`config.mk`:
```
export PLATFORM = sky130hd
export DESIGN_NAME = start_rdy_timer_flat
export DESIGN_NICKNAME = d
export VERILOG_FILES = /design/src/rtl/start_rdy_timer_if.sv /design/src/rtl/start_rdy_timer.sv /design/src/flat_wrapper.sv
export SDC_FILE = /design/constraint.sdc
export NUM_CORES = 1
export LEC_CHECK = 0
export ABC_CLOCK_PERIOD_IN_PS = 4000
export CORE_MARGIN = 5
export CORE_UTILIZATION = 38
export CTS_CLUSTER_SIZE = 8
export DETAILED_ROUTE_END_ITERATION = 16
export GPL_ROUTABILITY_DRIVEN = 0
export HOLD_SLACK_MARGIN = 0.06
export PLACE_DENSITY = 0.76
export SLEW_MARGIN = 20
export SYNTH_ARGS = -nofsm -noshare
export SYNTH_HDL_FRONTEND = slang
export SYNTH_SLANG_ARGS = --single-unit
```
`constraint.sdc`:
```
create_clock -name clk -period 4 [get_ports clk]
set_input_delay 0.6 -clock clk [delete_from_list [all_inputs] [get_ports clk]]
set_output_delay 0.6 -clock clk [all_outputs]
set_load 0.1 [all_outputs]
```
`src/rtl/start_rdy_timer_if.sv`:
```
// ---------------------------------------------------------------------------
// start_rdy_timer_if
//
// Purpose: groups the START/RDY handshake and status signals between the
// control FSM (master) and the start_rdy_timer responder (slave).
//
// Parameters:
//   WIDTH     width of LOAD_VAL and COUNT
//
// Signals:
//   START     request from initiator
//   LOAD_VAL  requested tick count, 0 selects the responder's default
//   RDY       one-cycle completion pulse
//   BUSY      high while timing
//   COUNT     remaining ticks
//   ERR       sticky retrigger-error flag
//   ABORT     synchronous cancel (only with START_RDY_TIMER_ABORT_EN)
// ---------------------------------------------------------------------------
interface start_rdy_timer_if #(
    parameter int WIDTH = 16
) ();

    logic             START;
    logic [WIDTH-1:0] LOAD_VAL;
    logic             RDY;
    logic             BUSY;
    logic [WIDTH-1:0] COUNT;
    logic             ERR;
`ifdef START_RDY_TIMER_ABORT_EN
    logic             ABORT;

    modport master (
        output START, LOAD_VAL, ABORT,
        input  RDY, BUSY, COUNT, ERR
    );

    modport slave (
        input  START, LOAD_VAL, ABORT,
        output RDY, BUSY, COUNT, ERR
    );
`else
    modport master (
        output START, LOAD_VAL,
        input  RDY, BUSY, COUNT, ERR
    );

    modport slave (
        input  START, LOAD_VAL,
        output RDY, BUSY, COUNT, ERR
    );
`endif

endinterface

```
`src/rtl/start_rdy_timer.sv`:
```
// ---------------------------------------------------------------------------
// start_rdy_timer
//
// Purpose: responder end of the START/RDY handshake. A START accepted in
// IDLE (or DONE) loads a tick count, the timer counts that many prescaled
// ticks and then emits a single-cycle RDY pulse. BUSY, the remaining count
// and a sticky retrigger error are exported for debug and LEDs.
// Moore machine: every output comes from a register, so there is no
// combinational path from START to any output.
//
// Optional feature macro: START_RDY_TIMER_ABORT_EN adds a synchronous
// ABORT input that cancels a run without producing RDY.
//
// Parameters:
//   WIDTH          width of the tick counter, LOAD_VAL and COUNT
//   DEFAULT_TICKS  ticks used when LOAD_VAL is 0 (1 .. 2^WIDTH-1)
//   PRESCALE       clock cycles per tick (>= 1)
//
// Ports:
//   clk    system clock, rising edge
//   reset  asynchronous, active-low reset
//   bus    slave side of start_rdy_timer_if (START, LOAD_VAL, [ABORT] in;
//          RDY, BUSY, COUNT, ERR out)
// ---------------------------------------------------------------------------
module start_rdy_timer #(
    parameter int WIDTH         = 16,
    parameter int DEFAULT_TICKS = 1000,
    parameter int PRESCALE      = 1
) (
    input  logic                clk,
    input  logic                reset,
    start_rdy_timer_if.slave    bus
);

    // A single-cycle prescale still needs a 1-bit register to keep the
    // compare logic uniform.
    localparam int PS_WIDTH = (PRESCALE > 1) ? $clog2(PRESCALE) : 1;
    localparam logic [PS_WIDTH-1:0] PS_LAST     = PS_WIDTH'(PRESCALE - 1);
    localparam logic [WIDTH-1:0]    DEFAULT_VAL = WIDTH'(DEFAULT_TICKS);

    // Reject illegal configurations at elaboration time.
    if (DEFAULT_TICKS < 1 || DEFAULT_TICKS > (2 ** WIDTH) - 1) begin : g_bad_default
        $error("start_rdy_timer: DEFAULT_TICKS out of range 1..2^WIDTH-1");
    end
    if (PRESCALE < 1) begin : g_bad_prescale
        $error("start_rdy_timer: PRESCALE must be at least 1");
    end

    typedef enum logic [1:0] {
        IDLE,
        RUN,
        DONE
    } state_t;

    state_t              state;
    logic [WIDTH-1:0]    count;
    logic [PS_WIDTH-1:0] prescaler;
    logic                rdy;
    logic                busy;
    logic                err;
    logic [WIDTH-1:0]    load_n;

    // A zero request selects the default tick count.
    assign load_n = (bus.LOAD_VAL == '0) ? DEFAULT_VAL : bus.LOAD_VAL;

    // Main sequencer. Acceptance in IDLE and DONE is identical so that
    // back-to-back requests are honoured straight out of DONE. A START that
    // arrives during RUN never touches the count, it only raises ERR.
    always_ff @(posedge clk or negedge reset) begin
        if (!reset) begin
            state     <= IDLE;
            count     <= '0;
            prescaler <= '0;
            rdy       <= 1'b0;
            busy      <= 1'b0;
            err       <= 1'b0;
        end else begin
            case (state)
                IDLE: begin
                    rdy <= 1'b0;
                    if (bus.START) begin
                        state     <= RUN;
                        count     <= load_n;
                        prescaler <= '0;
                        busy      <= 1'b1;
                        err       <= 1'b0;
                    end
                end

                RUN: begin
                    if (bus.START) begin
                        err <= 1'b1;
                    end
`ifdef START_RDY_TIMER_ABORT_EN
                    // Cancel wins over a tick completing in the same cycle.
                    if (bus.ABORT) begin
                        state     <= IDLE;
                        count     <= '0;
                        prescaler <= '0;
                        busy      <= 1'b0;
                    end else begin
`else
                    begin
`endif
                        if (prescaler == PS_LAST) begin
                            prescaler <= '0;
                            // The last tick lands on 0 and leaves RUN, so
                            // the counter can never wrap.
                            if (count <= WIDTH'(1)) begin
                                count <= '0;
                                state <= DONE;
                                busy  <= 1'b0;
                                rdy   <= 1'b1;
                            end else begin
                                count <= count - 1'b1;
                            end
                        end else begin
                            prescaler <= prescaler + 1'b1;
                        end
                    end
                end

                DONE: begin
                    rdy <= 1'b0;
                    if (bus.START) begin
                        state     <= RUN;
                        count     <= load_n;
                        prescaler <= '0;
                        busy      <= 1'b1;
                        err       <= 1'b0;
                    end else begin
                        state <= IDLE;
                    end
                end

                default: begin
                    state     <= IDLE;
                    count     <= '0;
                    prescaler <= '0;
                    rdy       <= 1'b0;
                    busy      <= 1'b0;
                end
            endcase
        end
    end

    assign bus.RDY   = rdy;
    assign bus.BUSY  = busy;
    assign bus.COUNT = count;
    assign bus.ERR   = err;

endmodule

```
`src/flat_wrapper.sv`:
```
// flat-port wrapper written by rule: the top's interface ports become plain ports
module start_rdy_timer_flat 
#(
    parameter int WIDTH         = 16,
    parameter int DEFAULT_TICKS = 1000,
    parameter int PRESCALE      = 1
)
  (clk, reset, bus_START, bus_LOAD_VAL, bus_RDY, bus_BUSY, bus_COUNT, bus_ERR);
  start_rdy_timer_if #(.WIDTH(WIDTH)) bus_i ();
  input  logic clk;
  input  logic reset;
  input wire logic [$bits(bus_i.START)-1:0] bus_START;
  input wire logic [$bits(bus_i.LOAD_VAL)-1:0] bus_LOAD_VAL;
  output wire logic [$bits(bus_i.RDY)-1:0] bus_RDY;
  output wire logic [$bits(bus_i.BUSY)-1:0] bus_BUSY;
  output wire logic [$bits(bus_i.COUNT)-1:0] bus_COUNT;
  output wire logic [$bits(bus_i.ERR)-1:0] bus_ERR;
  assign bus_i.START = bus_START;
  assign bus_i.LOAD_VAL = bus_LOAD_VAL;
  assign bus_RDY = bus_i.RDY;
  assign bus_BUSY = bus_i.BUSY;
  assign bus_COUNT = bus_i.COUNT;
  assign bus_ERR = bus_i.ERR;
  start_rdy_timer #(.WIDTH(WIDTH), .DEFAULT_TICKS(DEFAULT_TICKS), .PRESCALE(PRESCALE)) u_core (.clk(clk), .reset(reset), .bus(bus_i));
endmodule
```
==> results of run 1 <==
[per-stage QoR]
step                      worst slack [ns]  hold slack (ns)
after floorplan                       1.39            0.304
after global placement                1.55            0.485
after detailed placement              1.53            0.497
after CTS                             1.38            0.526
after global routing                  1.33            0.251
final                                 1.40            0.216
[state kept, by name (all words and copies together), names as in the netlist]
name              flops
u_core.bus.COUNT     16
u_core.state          2
u_core.bus.BUSY       1
u_core.bus.ERR        1
u_core.bus.RDY        1
[worst max path at each step]
stage,start,to,cells after the start
after CTS,u_core.bus.COUNT[11],bus_COUNT[11],1
after floorplan,u_core.bus.COUNT[1],u_core.bus.COUNT[14],7
after global placement,u_core.bus.COUNT[7],u_core.bus.COUNT[10],5
after global routing,u_core.bus.COUNT[11],bus_COUNT[11],1
final,u_core.bus.COUNT[11],bus_COUNT[11],1
after detailed placement,bus_START,u_core.bus.COUNT[10],5
[cells by family after synthesis]
kind of cell,Yosys count
multiplexers,7
adder cells (fa/ha/maj),2
flip-flops,21
AO/OA/AOI/OAI,25
buffers and inverters,11
AND/OR/NAND/NOR,58
XOR/XNOR,12
[metal layers]
metal  wire length (um)  part of all wire  global-route usage  up-vias
met3                207             0.061              0.0499        6
met1               1530              0.45               0.206      576
met4                 33            0.0097              0.0278        0
met5                  0                 0                   0        -
met2               1640              0.48               0.271       40
li1                   -                 -                   -      565
[report_power, final]
part / internal [uW] / switching [uW] / total, uW
logic: 20.8 / 21.1 / 41.9
registers: 213 / 0.829 / 214
clock network: 37.4 / 68.2 / 106
[cell type report]
cell class / instances / area [um^2]
Clock buffer: 3 / 22.5
Clock inverter: 1 / 5.00
Fill cell: 305 / 1420
Inverter: 5 / 18.8
Multi-Input combinational cell: 104 / 687
Sequential cell: 21 / 526
Tap cell: 44 / 55.1
Timing Repair Buffer: 37 / 365
[worst register-to-register path, cell delays in order, from the launching register on]
cell and delay (ns):
dfrtp_1 0.45, or4_4 0.59, or2_4 0.27, o311ai_4 0.73, a21oi_2 0.10, a221o_1 0.28
[Yosys cell counts, types with 2 or more instances]
| master | n | area share |
|---|---|---|
| xnor2_1 | 8 | 0.056 |
| ha_1 | 2 | 0.020 |
| mux2i_1 | 7 | 0.056 |
| or3_1 | 2 | 0.0099 |
| a22oi_1 | 2 | 0.012 |
| o32ai_1 | 6 | 0.042 |
| dfrtp_1 | 21 | 0.42 |
| nand2_1 | 8 | 0.024 |
| nor2b_1 | 2 | 0.0099 |
| clkbuf_1 | 4 | 0.012 |
| nor2_1 | 22 | 0.066 |
| o21ai_0 | 3 | 0.012 |
| o22ai_1 | 8 | 0.040 |
| inv_1 | 5 | 0.015 |
| xor2_1 | 4 | 0.028 |
| nor3_1 | 9 | 0.036 |
| nor4_1 | 6 | 0.030 |
==> results.sh, run 1 <==
export IMPL_ctsHoldBuffers=0
export IMPL_detail_route_wl_per_cell_um=15.9
export IMPL_routed_via_count=1187
export IMPL_timing_worst_setup_path_type="flop to output port"
export IMPL_synth_area_mm2=0.00126
export IMPL_grt_setup_unrepaired="false"
export IMPL_post_route_design_area_mm2=0.00168
export IMPL_endpoint_kind="output port"
export IMPL_p_leak_uw=0.000648
export IMPL_critical_path_cell_chain="clkdlybuf4s50_1"
export IMPL_grt_overflow_total=0
export IMPL_std_cell_rows=20
export IMPL_max_freq_mhz=385
export IMPL_cp_buffers_inverters=1
export IMPL_numPortBuffers=37
export IMPL_cp_arrival_ns=2.00
export IMPL_worstReg2RegStart="u_core.bus.COUNT[7]"
export IMPL_drcViolationCount=0
export IMPL_slew_headroom=0.345
export IMPL_setup_violations=0
export IMPL_synth_yosys_seq_area_share=0.418
export IMPL_yosys_area_share_xor_xnor=0.0836
export IMPL_die_h_um=67.5
export IMPL_drt_wl_total_um=3420
export IMPL_finish_utilization=0.541
export IMPL_clock_skew_final_ns=0.0170
export IMPL_synth_ff_latch_count=21
export IMPL_drtIter0Drc=51
export IMPL_number_of_global_route_vias_before_repair=1183
export IMPL_clkLatencyLatePin_ns=0.32
export IMPL_die_area_mm2=0.00456
export IMPL_start_util=0.405
export IMPL_crit_path_top_delay_cell="clkdlybuf4s50_1"
export IMPL_hold_class="primary input to async pin"
export IMPL_detailed_place_hpwl_um=2570
export IMPL_wire_length_of_the_first_global_routing_pass_um=5620
export IMPL_grt_antenna_before_repair=0
export IMPL_clk_pin_slew_worst_paths_ns=0.13
export IMPL_placedInstanceArea_mm2=0.00166
export IMPL_globalRouteTotalUtil=0.162
export IMPL_largest_family_of_logic_cells_by_synthesized_area="simple AND/OR/NAND/NOR gates"
export IMPL_post_cts_resized=0
export IMPL_cp_max_fo=7
export IMPL_crit_path_max_incr_delay_ns=1.18
export IMPL_pwr_density_cell_mw_per_mm2=215
export IMPL_slew_viol_final=0
export IMPL_layout_cells_most_common_list="clkdlybuf4s50_1 (36), nor2_1 (22), dfrtp_1 (21)"
export IMPL_max_cap_viol_count=0
export IMPL_synth_fa_ha_area_frac=0.0199
export IMPL_synth_area_mux_share=0.0557
export IMPL_synth_cell_types=34
export IMPL_power_uw=361
export IMPL_worstPathRequired_ns=3.40
export IMPL_complex_gate_fraction_of_the_synthesized_area=0.157
export IMPL_postCtsSetupBuffers=0
export IMPL_timing_critical_path_max_delay_family="buffers and inverters"
export IMPL_top_reg_cell_synth="dfrtp_1"
export IMPL_avgSynthCellArea_um2=9.25
export IMPL_clkSinkCount=21
export IMPL_fin_setup_tns_ns=0
export IMPL_place_inst=211
export IMPL_num_antenna_cells=0
export IMPL_share_of_cells_above_drive_strength_1=0.0526
export IMPL_fp_dieW_um=67.5
export IMPL_finalHoldViolCount=0
export IMPL_yosys_warnings=0
export IMPL_final_antenna_net_count=0
export IMPL_reg2reg_to="u_core.bus.COUNT[10]"
export IMPL_tritoncts="built"
export IMPL_yosys_area_share_simple=0.230
export IMPL_grt_max_degree=22
export IMPL_final_cells=215
export IMPL_layout_commonest_cell="clkdlybuf4s50_1"
export IMPL_cts_path_max_buffers=2
export IMPL_slew_of_the_pin_with_the_lowest_slew_margin_ns=0.980
export IMPL_reg2reg_depth=5
export IMPL_areaGrowthSynthToFinish_pct=33.5
export IMPL_detail_route_vias_per_cell=5.52
export IMPL_io_count=38
export IMPL_max_vdd_ir_drop_mv=0.177
export IMPL_status="completed"
export IMPL_final_min_period_over_clock_period=0.650
export IMPL_synth_edff_count=0
export IMPL_proportion_of_synthesized_flip_flops_having_asynchronous_set_or_reset=1.00
export IMPL_finalWorstPathRequiredPeriod_ns=2.60
export IMPL_cts_root_buffer_cell="clkbuf_4"
export IMPL_synth_cells=136
export IMPL_core_region_area_mm2=0.00310
export IMPL_critical_path_startpoint_type="flop"
export IMPL_htreeDepth=1
export IMPL_cts_buffers_inserted=3
export IMPL_nets=193
export IMPL_reg2reg_slack_ns=1.49
export IMPL_drt_pre_antenna_iters=4
export IMPL_nets_in_the_synthesized_netlist=157
Power figures use the tool's default switching activity.
==> inputs of run 2 (changes only) <==
Settings changed: ABC_CLOCK_PERIOD_IN_PS 4000 to 2600.
Clock period 4 ns to 2.6 ns, I/O delays scaled along.
==> results.sh, run 2 (synthesis gave the netlist of run 1 again) <==
export IMPL_cts_buffers_inserted=3
export IMPL_p_leak_uw=0.000677
export IMPL_layout_commonest_cell="buf_4"
export IMPL_finish_utilization=0.540
export IMPL_routed_via_count=1264
export IMPL_finalHoldViolCount=0
export IMPL_numPortBuffers=37
export IMPL_number_of_global_route_vias_before_repair=1255
export IMPL_drcViolationCount=0
export IMPL_globalRouteTotalUtil=0.174
export IMPL_timing_worst_setup_path_type="flop to flop"
export IMPL_crit_path_max_incr_delay_ns=0.60
export IMPL_num_antenna_cells=0
export IMPL_critical_path_startpoint_type="flop"
export IMPL_fin_setup_tns_ns=0
export IMPL_grt_antenna_before_repair=0
export IMPL_fp_dieW_um=67.5
export IMPL_detailed_place_hpwl_um=2880
export IMPL_cts_path_max_buffers=2
export IMPL_max_vdd_ir_drop_mv=0.219
export IMPL_drt_pre_antenna_iters=4
export IMPL_crit_path_top_delay_cell="or4_4"
export IMPL_grt_max_degree=19
export IMPL_layout_cells_most_common_list="buf_4 (24), nor2_1 (22), dfrtp_1 (20)"
export IMPL_max_freq_mhz=410
export IMPL_nets=198
export IMPL_clk_pin_slew_worst_paths_ns=0.12
export IMPL_grt_setup_unrepaired="false"
export IMPL_nFillCells=312
export IMPL_clock_skew_final_ns=0.00536
export IMPL_detail_route_wl_per_cell_um=16.7
export IMPL_core_region_area_mm2=0.00310
export IMPL_status="completed"
export IMPL_final_cells=220
export IMPL_die_h_um=67.5
export IMPL_io_count=38
export IMPL_cts_root_buffer_cell="clkbuf_4"
export IMPL_ctsHoldBuffers=0
export IMPL_place_inst=216
export IMPL_pwr_density_cell_mw_per_mm2=335
export IMPL_grt_overflow_total=0
export IMPL_worstPathRequired_ns=2.77
export IMPL_hold_class="primary input to async pin"
export IMPL_area_sequential_um2=527
export IMPL_detail_route_vias_per_cell=5.75
export IMPL_final_min_period_over_clock_period=0.938
export IMPL_setup_violations=0
export IMPL_wire_length_of_the_first_global_routing_pass_um=6010
export IMPL_cp_arrival_ns=2.61
export IMPL_post_cts_resized=0
export IMPL_slew_viol_final=0
export IMPL_die_area_mm2=0.00456
export IMPL_clkSinkCount=21
export IMPL_share_of_cells_above_drive_strength_1=0.188
export IMPL_finalWorstPathRequiredPeriod_ns=2.44
export IMPL_critical_path_cell_chain="or4_4 -> or2_4 -> o311ai_4 -> buf_4 -> o22ai_1"
export IMPL_endpoint_kind="flop"
export IMPL_start_util=0.405
export IMPL_max_cap_viol_count=0
export IMPL_final_antenna_net_count=0
export IMPL_multi_input_gate_area_um2=687
export IMPL_postCtsSetupBuffers=0
export IMPL_slew_headroom=0.553
export IMPL_hold_worst_slack_ns=0.423
export IMPL_slew_of_the_pin_with_the_lowest_slew_margin_ns=0.671
export IMPL_clkLatencyLatePin_ns=0.31
export IMPL_drt_wl_total_um=3670
export IMPL_tritoncts="built"
export IMPL_std_cell_rows=20
export IMPL_drtIter0Drc=66
export IMPL_areaGrowthSynthToFinish_pct=33.2
export IMPL_htreeDepth=1
export IMPL_largest_reg_flops=16
export IMPL_cp_max_fo=11
## run 2: cell count changes in the layout (fill, tap and decap cells not counted)
cell             before  now
dfrtp_1              21   20
dfrtp_2               0    1
clkdlybuf4s50_1      36   18
buf_2                 1    0
buf_4                 0   24
## run 2: layout make-up
cell class	count	share of cell area
clock buffers	3	0.0134
clock inverters	1	0.00299
inverters	5	0.0112
multi-input cells	104	0.410
flip-flops and latches	21	0.314
well taps	44	0.0329
repair buffers	42	0.215
## run 2: layer usage
layer / global-route usage / vias up / wire length, um
li1: - / 584 / -
met1: 0.226 / 605 / 1550
met2: 0.282 / 67 / 1780
met3: 0.0416 / 8 / 287
met4: 0.0557 / 0 / 56
met5: 0 / - / 0
## run 2: final timing paths
| kind | start | end | slack, ns | depth (start not counted) |
|---|---|---|---|---|
| worst max-delay path | u_core.bus.COUNT[7] | u_core.bus.COUNT[4] | 0.16 | 5 |
| worst min-delay path | reset | u_core.bus.COUNT[6] | 0.42 | 1 |
| worst max register to register | u_core.bus.COUNT[7] | u_core.bus.COUNT[4] | 0.16 | 5 |
| worst min register to register | u_core.bus.RDY | u_core.bus.RDY | 0.52 | 2 |
| max in group asynchronous | reset | u_core.bus.COUNT[14] | 1.62 | 2 |
| min in group clk | u_core.bus.RDY | u_core.bus.RDY | 0.52 | 2 |
## run 2: stage by stage
step | power [uW] | area (um^2) | setup slack [ns]
global route | 584 | 1680 | 0.0936
CTS | 563 | 1680 | 0.195
global placement | 402 | 1650 | 0.257
detailed placement | 403 | 1650 | 0.214
floorplan | 357 | 1260 | 0.00649
finish | 561 | 1680 | 0.161
## run 2: worst max-delay path, delay by kind of cell (launching register included)
| kind | cells | cell delay (ns) |
|---|---|---|
| DFF | 1 | 0.46 |
| buffers and inverters | 1 | 0.28 |
| AOI/OAI and AO/OA | 2 | 0.69 |
| and+or+nand+nor | 2 | 0.87 |
## run 2: where the power goes
group	leakage, uW	switching, uW	internal [uW]
registers	0.000215	1.20	327
logic	0.000445	33.7	35.1
clock network	0.0000177	106	57.6
total	0.000677	141	420
